--- config.mk ---
export PLATFORM = sky130hd
export DESIGN_NAME = id_ex_stage
export DESIGN_NICKNAME = d
export VERILOG_FILES = /design/src/rtl/id_ex_stage_pkg.sv /design/src/rtl/id_ex_stage_load_use_detect.sv /design/src/rtl/id_ex_stage.sv
export SDC_FILE = /design/constraint.sdc
export NUM_CORES = 1
export LEC_CHECK = 0
export BUFFER_PORTS_ARGS = -buffer_cell sky130_fd_sc_hd__clkbuf_2
export CORE_MARGIN = 2
export CORE_UTILIZATION = 47
export CTS_CLUSTER_DIAMETER = 150
export DETAILED_ROUTE_END_ITERATION = 10
export PLACE_DENSITY = 0.8
export SLEW_MARGIN = 20
export SYNTH_ARGS = -nofsm -noshare
export SYNTH_HDL_FRONTEND = slang
export SYNTH_SLANG_ARGS = --single-unit
--- constraint.sdc ---
create_clock -name clk -period 2.4 [get_ports clk]
set_clock_uncertainty 0.15 [all_clocks]
set_input_delay 0.48 -clock clk [delete_from_list [all_inputs] [get_ports clk]]
set_output_delay 0.48 -clock clk [all_outputs]
set_load 0.02 [all_outputs]
--- src/rtl/id_ex_stage_pkg.sv ---
// Shared definitions for the ID/EX pipeline register: register-number width,
// ALU opcode width, the packed EX control bundle and its bubble value.
package id_ex_stage_pkg;

    localparam int REGISTER_BITS = 5;
    localparam int ALU_OP_W      = 4;
    localparam int CTRL_W        = ALU_OP_W + 6;

    // EX-stage control bundle carried through the pipeline register.
    typedef struct packed {
        logic [ALU_OP_W-1:0] alu_op;
        logic                alu_src;
        logic                reg_dst;
        logic                mem_read;
        logic                mem_write;
        logic                reg_write;
        logic                mem_to_reg;
    } ex_ctrl_t;

    // A bubble carries no side effects: every control bit is cleared.
    localparam ex_ctrl_t BUBBLE_CTRL = ex_ctrl_t'({CTRL_W{1'b0}});

    // What the pipeline register loads on the next edge.
    typedef enum logic [1:0] {
        SEL_HOLD   = 2'd0,
        SEL_BUBBLE = 2'd1,
        SEL_ID     = 2'd2
    } ex_sel_t;

endpackage

--- src/rtl/id_ex_stage_load_use_detect.sv ---
// Load-use hazard detection: the instruction in EX is a load whose
// destination (rt) is a non-zero register read by the instruction in ID.
module load_use_detect #(
    parameter int REG_W = 5
) (
    input  logic             id_valid,
    input  logic [REG_W-1:0] id_rs,
    input  logic [REG_W-1:0] id_rt,
    input  logic             ex_valid,
    input  logic             ex_mem_read,
    input  logic [REG_W-1:0] ex_rt,
    output logic             lu
);

    logic rt_nonzero_s;
    logic rt_match_s;

    assign rt_nonzero_s = (ex_rt != {REG_W{1'b0}});
    assign rt_match_s   = (ex_rt == id_rs) | (ex_rt == id_rt);
    assign lu           = id_valid & ex_valid & ex_mem_read & rt_nonzero_s & rt_match_s;

endmodule

--- src/rtl/id_ex_stage.sv ---
// ID/EX pipeline register with load-use stall, branch flush, downstream hold,
// WB-to-ID register bypass and a saturating count of inserted bubbles.
module id_ex_stage
    import id_ex_stage_pkg::*;
#(
    parameter int DATA_W = 32,
    parameter int REG_W  = REGISTER_BITS,
    parameter int CNT_W  = 16
) (
    input  logic                clk,
    input  logic                rst_n,
    input  logic                id_valid,
    input  logic [REG_W-1:0]    id_rs,
    input  logic [REG_W-1:0]    id_rt,
    input  logic [REG_W-1:0]    id_rd,
    input  logic [DATA_W-1:0]   id_rs_data,
    input  logic [DATA_W-1:0]   id_rt_data,
    input  logic [DATA_W-1:0]   id_imm,
    input  logic [ALU_OP_W-1:0] id_alu_op,
    input  logic                id_alu_src,
    input  logic                id_reg_dst,
    input  logic                id_mem_read,
    input  logic                id_mem_write,
    input  logic                id_reg_write,
    input  logic                id_mem_to_reg,
    input  logic                wb_reg_write,
    input  logic [REG_W-1:0]    wb_rd,
    input  logic [DATA_W-1:0]   wb_data,
    input  logic                ex_flush,
    input  logic                ex_hold,
    output logic                ex_valid,
    output logic [REG_W-1:0]    ex_rs,
    output logic [REG_W-1:0]    ex_rt,
    output logic [REG_W-1:0]    ex_rd,
    output logic [DATA_W-1:0]   ex_rs_data,
    output logic [DATA_W-1:0]   ex_rt_data,
    output logic [DATA_W-1:0]   ex_imm,
    output logic [ALU_OP_W-1:0] ex_alu_op,
    output logic                ex_alu_src,
    output logic                ex_reg_dst,
    output logic                ex_mem_read,
    output logic                ex_mem_write,
    output logic                ex_reg_write,
    output logic                ex_mem_to_reg,
    output logic                hz_stall,
    output logic [CNT_W-1:0]    stall_cnt
);

    // Pipeline state
    logic              ex_valid_r;
    logic [REG_W-1:0]  ex_rs_r;
    logic [REG_W-1:0]  ex_rt_r;
    logic [REG_W-1:0]  ex_rd_r;
    logic [DATA_W-1:0] ex_rs_data_r;
    logic [DATA_W-1:0] ex_rt_data_r;
    logic [DATA_W-1:0] ex_imm_r;
    ex_ctrl_t          ex_ctrl_r;
    logic [CNT_W-1:0]  stall_cnt_r;

    // Next-state values
    logic              valid_nxt_s;
    logic [REG_W-1:0]  rs_nxt_s;
    logic [REG_W-1:0]  rt_nxt_s;
    logic [REG_W-1:0]  rd_nxt_s;
    logic [DATA_W-1:0] rs_data_nxt_s;
    logic [DATA_W-1:0] rt_data_nxt_s;
    logic [DATA_W-1:0] imm_nxt_s;
    ex_ctrl_t          ctrl_nxt_s;
    logic [CNT_W-1:0]  cnt_nxt_s;

    logic              lu_s;
    ex_sel_t           sel_s;
    logic              cnt_inc_s;
    logic [DATA_W-1:0] rs_byp_s;
    logic [DATA_W-1:0] rt_byp_s;
    ex_ctrl_t          id_ctrl_s;

    load_use_detect #(
        .REG_W (REG_W)
    ) u_load_use_detect (
        .id_valid    (id_valid),
        .id_rs       (id_rs),
        .id_rt       (id_rt),
        .ex_valid    (ex_valid_r),
        .ex_mem_read (ex_ctrl_r.mem_read),
        .ex_rt       (ex_rt_r),
        .lu          (lu_s)
    );

    // A taken branch squashes the stall request: the stalled instruction is
    // on the wrong path and the front end must be free to redirect.
    assign hz_stall = (lu_s | ex_hold) & ~ex_flush;

    assign id_ctrl_s = '{
        alu_op:     id_alu_op,
        alu_src:    id_alu_src,
        reg_dst:    id_reg_dst,
        mem_read:   id_mem_read,
        mem_write:  id_mem_write,
        reg_write:  id_reg_write,
        mem_to_reg: id_mem_to_reg
    };

    // Choose what loads next: flush beats hold beats load-use beats ID.
    always_comb begin
        sel_s     = SEL_BUBBLE;
        cnt_inc_s = 1'b0;
        if (ex_flush) begin
            sel_s = SEL_BUBBLE;
        end else if (ex_hold) begin
            sel_s = SEL_HOLD;
        end else if (lu_s) begin
            sel_s     = SEL_BUBBLE;
            cnt_inc_s = 1'b1;
        end else if (id_valid) begin
            sel_s = SEL_ID;
        end else begin
            // An empty ID slot enters EX as a bubble so ex_rs/ex_rt stay 0.
            sel_s = SEL_BUBBLE;
        end
    end

    // WB writes in the same cycle as the ID read; take the fresh value,
    // except for register 0 which is hard-wired and never written.
    always_comb begin
        rs_byp_s = id_rs_data;
        rt_byp_s = id_rt_data;
        if (wb_reg_write && (wb_rd != {REG_W{1'b0}}) && (wb_rd == id_rs)) begin
            rs_byp_s = wb_data;
        end else begin
            rs_byp_s = id_rs_data;
        end
        if (wb_reg_write && (wb_rd != {REG_W{1'b0}}) && (wb_rd == id_rt)) begin
            rt_byp_s = wb_data;
        end else begin
            rt_byp_s = id_rt_data;
        end
    end

    // Build the next pipeline-register contents from the selection.
    always_comb begin
        valid_nxt_s   = 1'b0;
        rs_nxt_s      = {REG_W{1'b0}};
        rt_nxt_s      = {REG_W{1'b0}};
        rd_nxt_s      = {REG_W{1'b0}};
        rs_data_nxt_s = {DATA_W{1'b0}};
        rt_data_nxt_s = {DATA_W{1'b0}};
        imm_nxt_s     = {DATA_W{1'b0}};
        ctrl_nxt_s    = BUBBLE_CTRL;
        case (sel_s)
            SEL_HOLD: begin
                valid_nxt_s   = ex_valid_r;
                rs_nxt_s      = ex_rs_r;
                rt_nxt_s      = ex_rt_r;
                rd_nxt_s      = ex_rd_r;
                rs_data_nxt_s = ex_rs_data_r;
                rt_data_nxt_s = ex_rt_data_r;
                imm_nxt_s     = ex_imm_r;
                ctrl_nxt_s    = ex_ctrl_r;
            end
            SEL_ID: begin
                valid_nxt_s   = 1'b1;
                rs_nxt_s      = id_rs;
                rt_nxt_s      = id_rt;
                rd_nxt_s      = id_rd;
                rs_data_nxt_s = rs_byp_s;
                rt_data_nxt_s = rt_byp_s;
                imm_nxt_s     = id_imm;
                ctrl_nxt_s    = id_ctrl_s;
            end
            SEL_BUBBLE: begin
                valid_nxt_s = 1'b0;
                ctrl_nxt_s  = BUBBLE_CTRL;
            end
            default: begin
                valid_nxt_s = 1'b0;
                ctrl_nxt_s  = BUBBLE_CTRL;
            end
        endcase
    end

    // Bubble counter sticks at all-ones rather than wrapping to zero.
    always_comb begin
        cnt_nxt_s = stall_cnt_r;
        if (cnt_inc_s && (stall_cnt_r != {CNT_W{1'b1}})) begin
            cnt_nxt_s = stall_cnt_r + {{(CNT_W-1){1'b0}}, 1'b1};
        end else begin
            cnt_nxt_s = stall_cnt_r;
        end
    end

    // Pipeline register and counter; reset leaves a bubble in EX.
    always_ff @(posedge clk or negedge rst_n) begin
        if (!rst_n) begin
            ex_valid_r   <= 1'b0;
            ex_rs_r      <= {REG_W{1'b0}};
            ex_rt_r      <= {REG_W{1'b0}};
            ex_rd_r      <= {REG_W{1'b0}};
            ex_rs_data_r <= {DATA_W{1'b0}};
            ex_rt_data_r <= {DATA_W{1'b0}};
            ex_imm_r     <= {DATA_W{1'b0}};
            ex_ctrl_r    <= BUBBLE_CTRL;
            stall_cnt_r  <= {CNT_W{1'b0}};
        end else begin
            ex_valid_r   <= valid_nxt_s;
            ex_rs_r      <= rs_nxt_s;
            ex_rt_r      <= rt_nxt_s;
            ex_rd_r      <= rd_nxt_s;
            ex_rs_data_r <= rs_data_nxt_s;
            ex_rt_data_r <= rt_data_nxt_s;
            ex_imm_r     <= imm_nxt_s;
            ex_ctrl_r    <= ctrl_nxt_s;
            stall_cnt_r  <= cnt_nxt_s;
        end
    end

    assign ex_valid      = ex_valid_r;
    assign ex_rs         = ex_rs_r;
    assign ex_rt         = ex_rt_r;
    assign ex_rd         = ex_rd_r;
    assign ex_rs_data    = ex_rs_data_r;
    assign ex_rt_data    = ex_rt_data_r;
    assign ex_imm        = ex_imm_r;
    assign ex_alu_op     = ex_ctrl_r.alu_op;
    assign ex_alu_src    = ex_ctrl_r.alu_src;
    assign ex_reg_dst    = ex_ctrl_r.reg_dst;
    assign ex_mem_read   = ex_ctrl_r.mem_read;
    assign ex_mem_write  = ex_ctrl_r.mem_write;
    assign ex_reg_write  = ex_ctrl_r.reg_write;
    assign ex_mem_to_reg = ex_ctrl_r.mem_to_reg;
    assign stall_cnt     = stall_cnt_r;

endmodule

==> results of run 1 <==
==> metal layers <==
| metal | wire, µm | share of wire [%] |
|---|---|---|
| met4 | 384 | 2.0 |
| met2 | 9970 | 52 |
| met3 | 1620 | 8.4 |
| met5 | 0 | 0 |
| met1 | 7270 | 38 |
==> worst max-delay path, cell delays in order (launching register included) <==
cell,delay [ns]
dfrtp_1,0.40
buf_6,0.14
xor2_2,0.14
nor3_2,0.26
a22oi_2,0.14
buf_4,0.17
nor2_4,0.12
nor2_2,0.05
nor2_2,0.12
clkbuf_8,0.16
==> stage by stage <==
step	total power, mW	setup TNS (ns)	hold slack, ns	instances	util (%)
detailed placement	3.29	-11.43	0.244	1003	61.5
global route	6.07	-0.475	0.150	1046	67.1
CTS	5.88	-15.68	0.148	1037	66.1
floorplan	2.89	0	0.0344	536	-
global placement	3.27	-11.57	0.243	1003	61.5
finish	5.84	-0.350	0.166	1046	67.1
==> area by class of cell <==
cell class / count / area, µm²
Clock inverter: 14 / 148
Inverter: 1 / 3.75
Fill cell: 1092 / 4550
Sequential cell: 138 / 3450
Timing Repair Buffer: 346 / 2000
Tap cell: 180 / 225
Clock buffer: 18 / 439
Multi-Input combinational cell: 349 / 3000
==> what timing repair did <==
| item | 4_1_cts | 5_1_grt |
|---|---|---|
| pin swaps | 24 | 7 |
| endpoints found under the setup margin | 52 | 48 |
| gates cloned | 0 | 1 |
| hold endpoints to repair | 31 | 0 |
| resized for setup | 9 | 11 |
| setup buffers | 1 | 7 |
| hold buffers | 1 | 0 |
==> Yosys cell counts <==
master	instances
dfrtp_1	138
nand2_1	81
mux2i_1	64
o31ai_2	63
a32o_1	51
clkbuf_1	28
xnor2_1	19
xor2_1	16
buf_2	12
buf_6	8
nand4_1	8
nor2_1	8
and3_1	7
nand3_1	6
o22ai_1	6
nor3_1	3
and4_1	2
nor4_2	2
o21ai_1	2
o31ai_1	2
or4_1	2
a21oi_1	1
a22oi_1	1
ha_1	1
inv_1	1
mux2_2	1
nor2b_1	1
o2111ai_2	1
or2_1	1
==> cells by family after synthesis <==
family,Yosys count,share of synthesized area (%)
muxes,65,9.85
and+or+nand+nor,121,8.21
xor gates and xnor gates,35,4.63
adders and majority gates,1,0.189
buffers and inverters,49,3.92
AOI/OAI and AO/OA,127,21.0
DFF,138,52.2
==> report_power, final <==
| part | total [mW] | leakage (nW) | internal (mW) | switching [mW] |
|---|---|---|---|---|
| logic | 0.814 | 2.37 | 0.326 | 0.488 |
| registers | 2.46 | 1.89 | 2.41 | 0.0488 |
| clock network | 2.57 | 0.286 | 1.56 | 1.01 |
| total | 5.84 | 4.54 | 4.29 | 1.54 |
==> path summary, 6_finish.rpt <==
kind	start	end	slack, ns	depth (start not counted)
min	id_imm[3]	ex_imm[3]	0.17	2
min reg2reg	ex_rs_data[0]	ex_rs_data[0]	0.32	2
max	ex_rt[2]	hz_stall	-0.35	9
max reg2reg	ex_rt[2]	stall_cnt[1]	0	9
max in group asynchronous	rst_n	ex_rt_data[23]	1.07	3
min in group asynchronous	rst_n	ex_rs_data[19]	0.38	2
==> results.cfg, run 1 <==
[clock_tree]
cts_buffer_depth = 2
htreeDepth = 4
cts_root_buf = clkbuf_16
path_clk_slew_ns = 0.06
clkLatencyLatePin_ns = 0.41
cts_inserted_buffers = 17
cts_tree = built
numClockSinks = 138

[flow_run]
maxCapViolations = 0

[sta]
slew_headroom_pct = 56.5
rsz0062_at_grt = yes
tightest_slew_ns = 0.653
finalHoldViolations = 0
min_period_ns = 2.75
fin_crit_sh_pct = 114
setup_viol = 2
fmax_ghz = 0.364
slew_viol_final = 0
fin_ws_ns = -0.348

[grt]
grtUsageTotal_pct = 25.0
gr-usage-met3_pct = 8.41
met1_usage_pct = 28.4
grt_max_degree = 80
use_met2_pct = 43.7
grt_pass1_wl_um = 28900
busiest_layer = met2
grt-ovfl-total = 0
grt_pass1_vias = 5742
antenna_found_initial = 0

[floorplanning]
die_h_um = 123
die_w_um = 123
ios = 303
core_area_um2 = 13800
num_rows = 43
start_util_pct = 47.8
die_area_um2 = 15000

[detailed_routing]
detail_route.first_pass.iterations = 5
drt_wl_total_um = 19200
num_vias = 5752
vias_per_cell = 5.50
ant_nets = 0
drc = 0
avgRoutedWirePerCell_um = 18.4
drt_iter0_markers = 358

[synth]
synthDominantCellAreaShare_pct = 52.2
syn_area_um2 = 6620
synth_cells = 536
ys_warn_count = 0
seq_area_frac_synth_pct = 52.2
avgSynthCellArea_um2 = 12.3
synth.ff_latch_count = 138
yosysTopAreaCell = dfrtp_1
yosysUniqueCellTypes = 29
synth_fp_nets = 701
synth_area_leaders = dfrtp_1 52%, o31ai_2 12%, mux2i_1 9.7%

[finish]
final_cell_area_um2 = 9270
antenna_cells = 0
drive_gt1_share_pct = 52.7
layout_common_cells = 299 x clkbuf_2, 138 x dfrtp_1, 81 x nand2_1, 64 x mux2i_1, 63 x o31ai_2
areaGrowthSynthToFinish_pct = 40.2
layout_commonest_cell = clkbuf_2
nets = 1018

[power_and_ir_drop]
total_leakage_power_nw = 4.54
irDropWorstVdd_mv = 0.568
p_per_area_nw_per_um2 = 629

[status]
violations = setup timing
status = finished with violations

[placement]
placed_area_um2 = 8500
gp_congestion = 0.865
port_buffers = 302
dp_hpwl_um = 13700
post-place-ws_ns = -0.244

[critical_path]
crit_fanout = 4
crit_required_ns = 1.77
crit_type = reg -> out
cp-end-kind = output pin
arrival_ns = 2.12
cp-start-kind = flip-flop

[worst_hold_path]
hold_path.class = in -> reg
Power figures use the tool's default switching activity.
==> inputs of run 2 (changes only) <==
- GPL_TIMING_DRIVEN: not set -> 0
- SETUP_SLACK_MARGIN: not set -> 0.3
==> run 2 against run 1 <==
The flow still finishes with violations (setup timing). Combinational power grew 8.5%. Non-clock buffer count is 30 higher. Sequential share of layout area decreased by 1.8 points. Hold slack lost 0.0011 ns. Total power increased by 4.3%. Count of clock-buffer cells in the layout rose by 3. Worst setup slack better by 0.13 ns.
==> results.cfg, run 2 (synthesis gave the netlist of run 1 again) <==
[clock_tree]
cts_root_buf = clkbuf_16
htreeDepth = 4
clkLatencyLatePin_ns = 0.41
cts_tree = built
cts_inserted_buffers = 17
path_clk_slew_ns = 0.06
numClockSinks = 138
cts_buffer_depth = 2

[detailed_routing]
drt_wl_total_um = 20900
num_vias = 5906
drt_iter0_markers = 272
avgRoutedWirePerCell_um = 19.4
ant_nets = 0
vias_per_cell = 5.49
drc = 0
detail_route.first_pass.iterations = 5

[critical_path]
cp-start-kind = flip-flop
arrival_ns = 2.79
crit_type = reg -> reg
ff2ff_path_depth = 8
crit_fanout = 8
cp-end-kind = flip-flop
reg2reg_slack_ns = -0.22
r2r-end = ex_rs_data[13]
crit_required_ns = 2.57
reg2reg_from = ex_rt[3]

[placement]
port_buffers = 302
gp_congestion = 0.830
post-place-ws_ns = -0.356
dp_hpwl_um = 14800

[status]
violations = setup timing
status = finished with violations

[finish]
antenna_cells = 0
nets = 1048
drive_gt1_share_pct = 51.9
utilization_pct = 70.6
areaGrowthSynthToFinish_pct = 47.5
layout_common_cells = 300 x clkbuf_2, 135 x dfrtp_1, 78 x nand2_1, 64 x mux2i_1, 51 x a32o_1
layout_commonest_cell = clkbuf_2

[floorplanning]
die_area_um2 = 15000
num_rows = 43
die_h_um = 123
die_w_um = 123
core_area_um2 = 13800
ios = 303
start_util_pct = 47.8

[sta]
slew_headroom_pct = 27.5
tightest_slew_ns = 1.09
rsz0062_at_grt = yes
fin_crit_sh_pct = 109
setup_viol = 118
fmax_ghz = 0.382
finalHoldViolations = 0
fin_ws_ns = -0.221
min_period_ns = 2.62
slew_viol_final = 0

[worst_hold_path]
min_to = ex_imm[20]
holdCritStartpoint = id_imm[20]
hold_depth = 2
hold_path.class = in -> reg

[flow_run]
maxCapViolations = 0

[grt]
grt_pass1_vias = 5887
grt-ovfl-total = 0
antenna_found_initial = 0
grtUsageTotal_pct = 27.3
grt_max_degree = 78
grt_pass1_wl_um = 31200

[power_and_ir_drop]
irDropWorstVdd_mv = 0.496
p_per_area_nw_per_um2 = 624
total_leakage_power_nw = 4.78
[run 2: cell count changes in the layout (fill, tap and decap cells not counted), moves of 4 or more]
cell and delta:
o31ai_4 +16, buf_4 -17, xnor2_2 +4, buf_2 +10
nand3_1 -4, xnor2_1 -4, clkbuf_1 +31, bufbuf_16 +5
o31ai_2 -16
[run 2: area by class of cell]
class	instances	area, µm²
buffer	48	318
sequential	138	3460
inverter	1	3.75
fill	1029	4070
clock inverter	11	170
multi-input combinational	349	3200
clock buffer	21	450
timing repair buffer	328	1930
tap	180	225
[run 2: worst max path at each step]
| stage | startpoint | to | slack [ns] | cells after the start |
|---|---|---|---|---|
| floorplan | ex_rt[0] | ex_rs_data[10] | 0.17 | 7 |
| global route | ex_rt[3] | hz_stall | -0.34 | 6 |
| detailed placement | wb_rd[1] | ex_rt_data[7] | -0.36 | 7 |
| finish | ex_rt[3] | ex_rs_data[13] | -0.22 | 8 |
| global placement | rst_n | ex_rt[0] | -1.87 | 1 |
| CTS | ex_rt[0] | hz_stall | -0.24 | 6 |
[run 2: worst max-delay path, cell delays in order (launching register included)]
cell       delay (ns)
dfrtp_2          0.42
or4_4            0.56
o2111ai_4        0.21
buf_4            0.15
o21ai_1          0.07
or2_1            0.29
buf_6            0.18
bufbuf_16        0.28
o31ai_2          0.23
[run 2: stage by stage]
step / instances / hold WS (ns) / setup TNS [ns] / power, mW / area [µm²]
2_1_floorplan: 536 / 0.0344 / 0 / 2.89 / 6620
3_3_place_gp: 1018 / 0.313 / -242.50 / 3.25 / 8360
3_5_place_dp: 1019 / 0.322 / -22.20 / 3.27 / 8390
4_1_cts: 1070 / 0.145 / -10.18 / 6.11 / 9550
5_1_grt: 1076 / 0.146 / -22.64 / 6.32 / 9760
6_report: 1076 / 0.164 / -12.36 / 6.09 / 9760
[run 2: what timing repair did]
item / CTS / global route
pin swaps: 19 / 15
setup endpoints to repair: 138 / 138
hold buffers: 1 / 0
buffers inserted: 11 / 6
endpoints found under the hold margin: 61 / 0
gates cloned: 7 / 0
gates resized for setup: 38 / 37
[run 2: power breakdown]
part	internal (mW)	total [mW]	switching (mW)
Clock	1.77	2.75	0.985
Sequential	2.41	2.46	0.0494
Combinational	0.366	0.883	0.517
Total	4.54	6.09	1.55
[run 2: metal layers]
metal | part of all wire [%] | track usage, % | vias to the layer above
met5 | 0 | 0 | -
met4 | 2.9 | 11.7 | 0
met3 | 7.5 | 7.62 | 43
met2 | 51 | 45.5 | 268
met1 | 39 | 33.4 | 2888
li1 | - | - | 2707
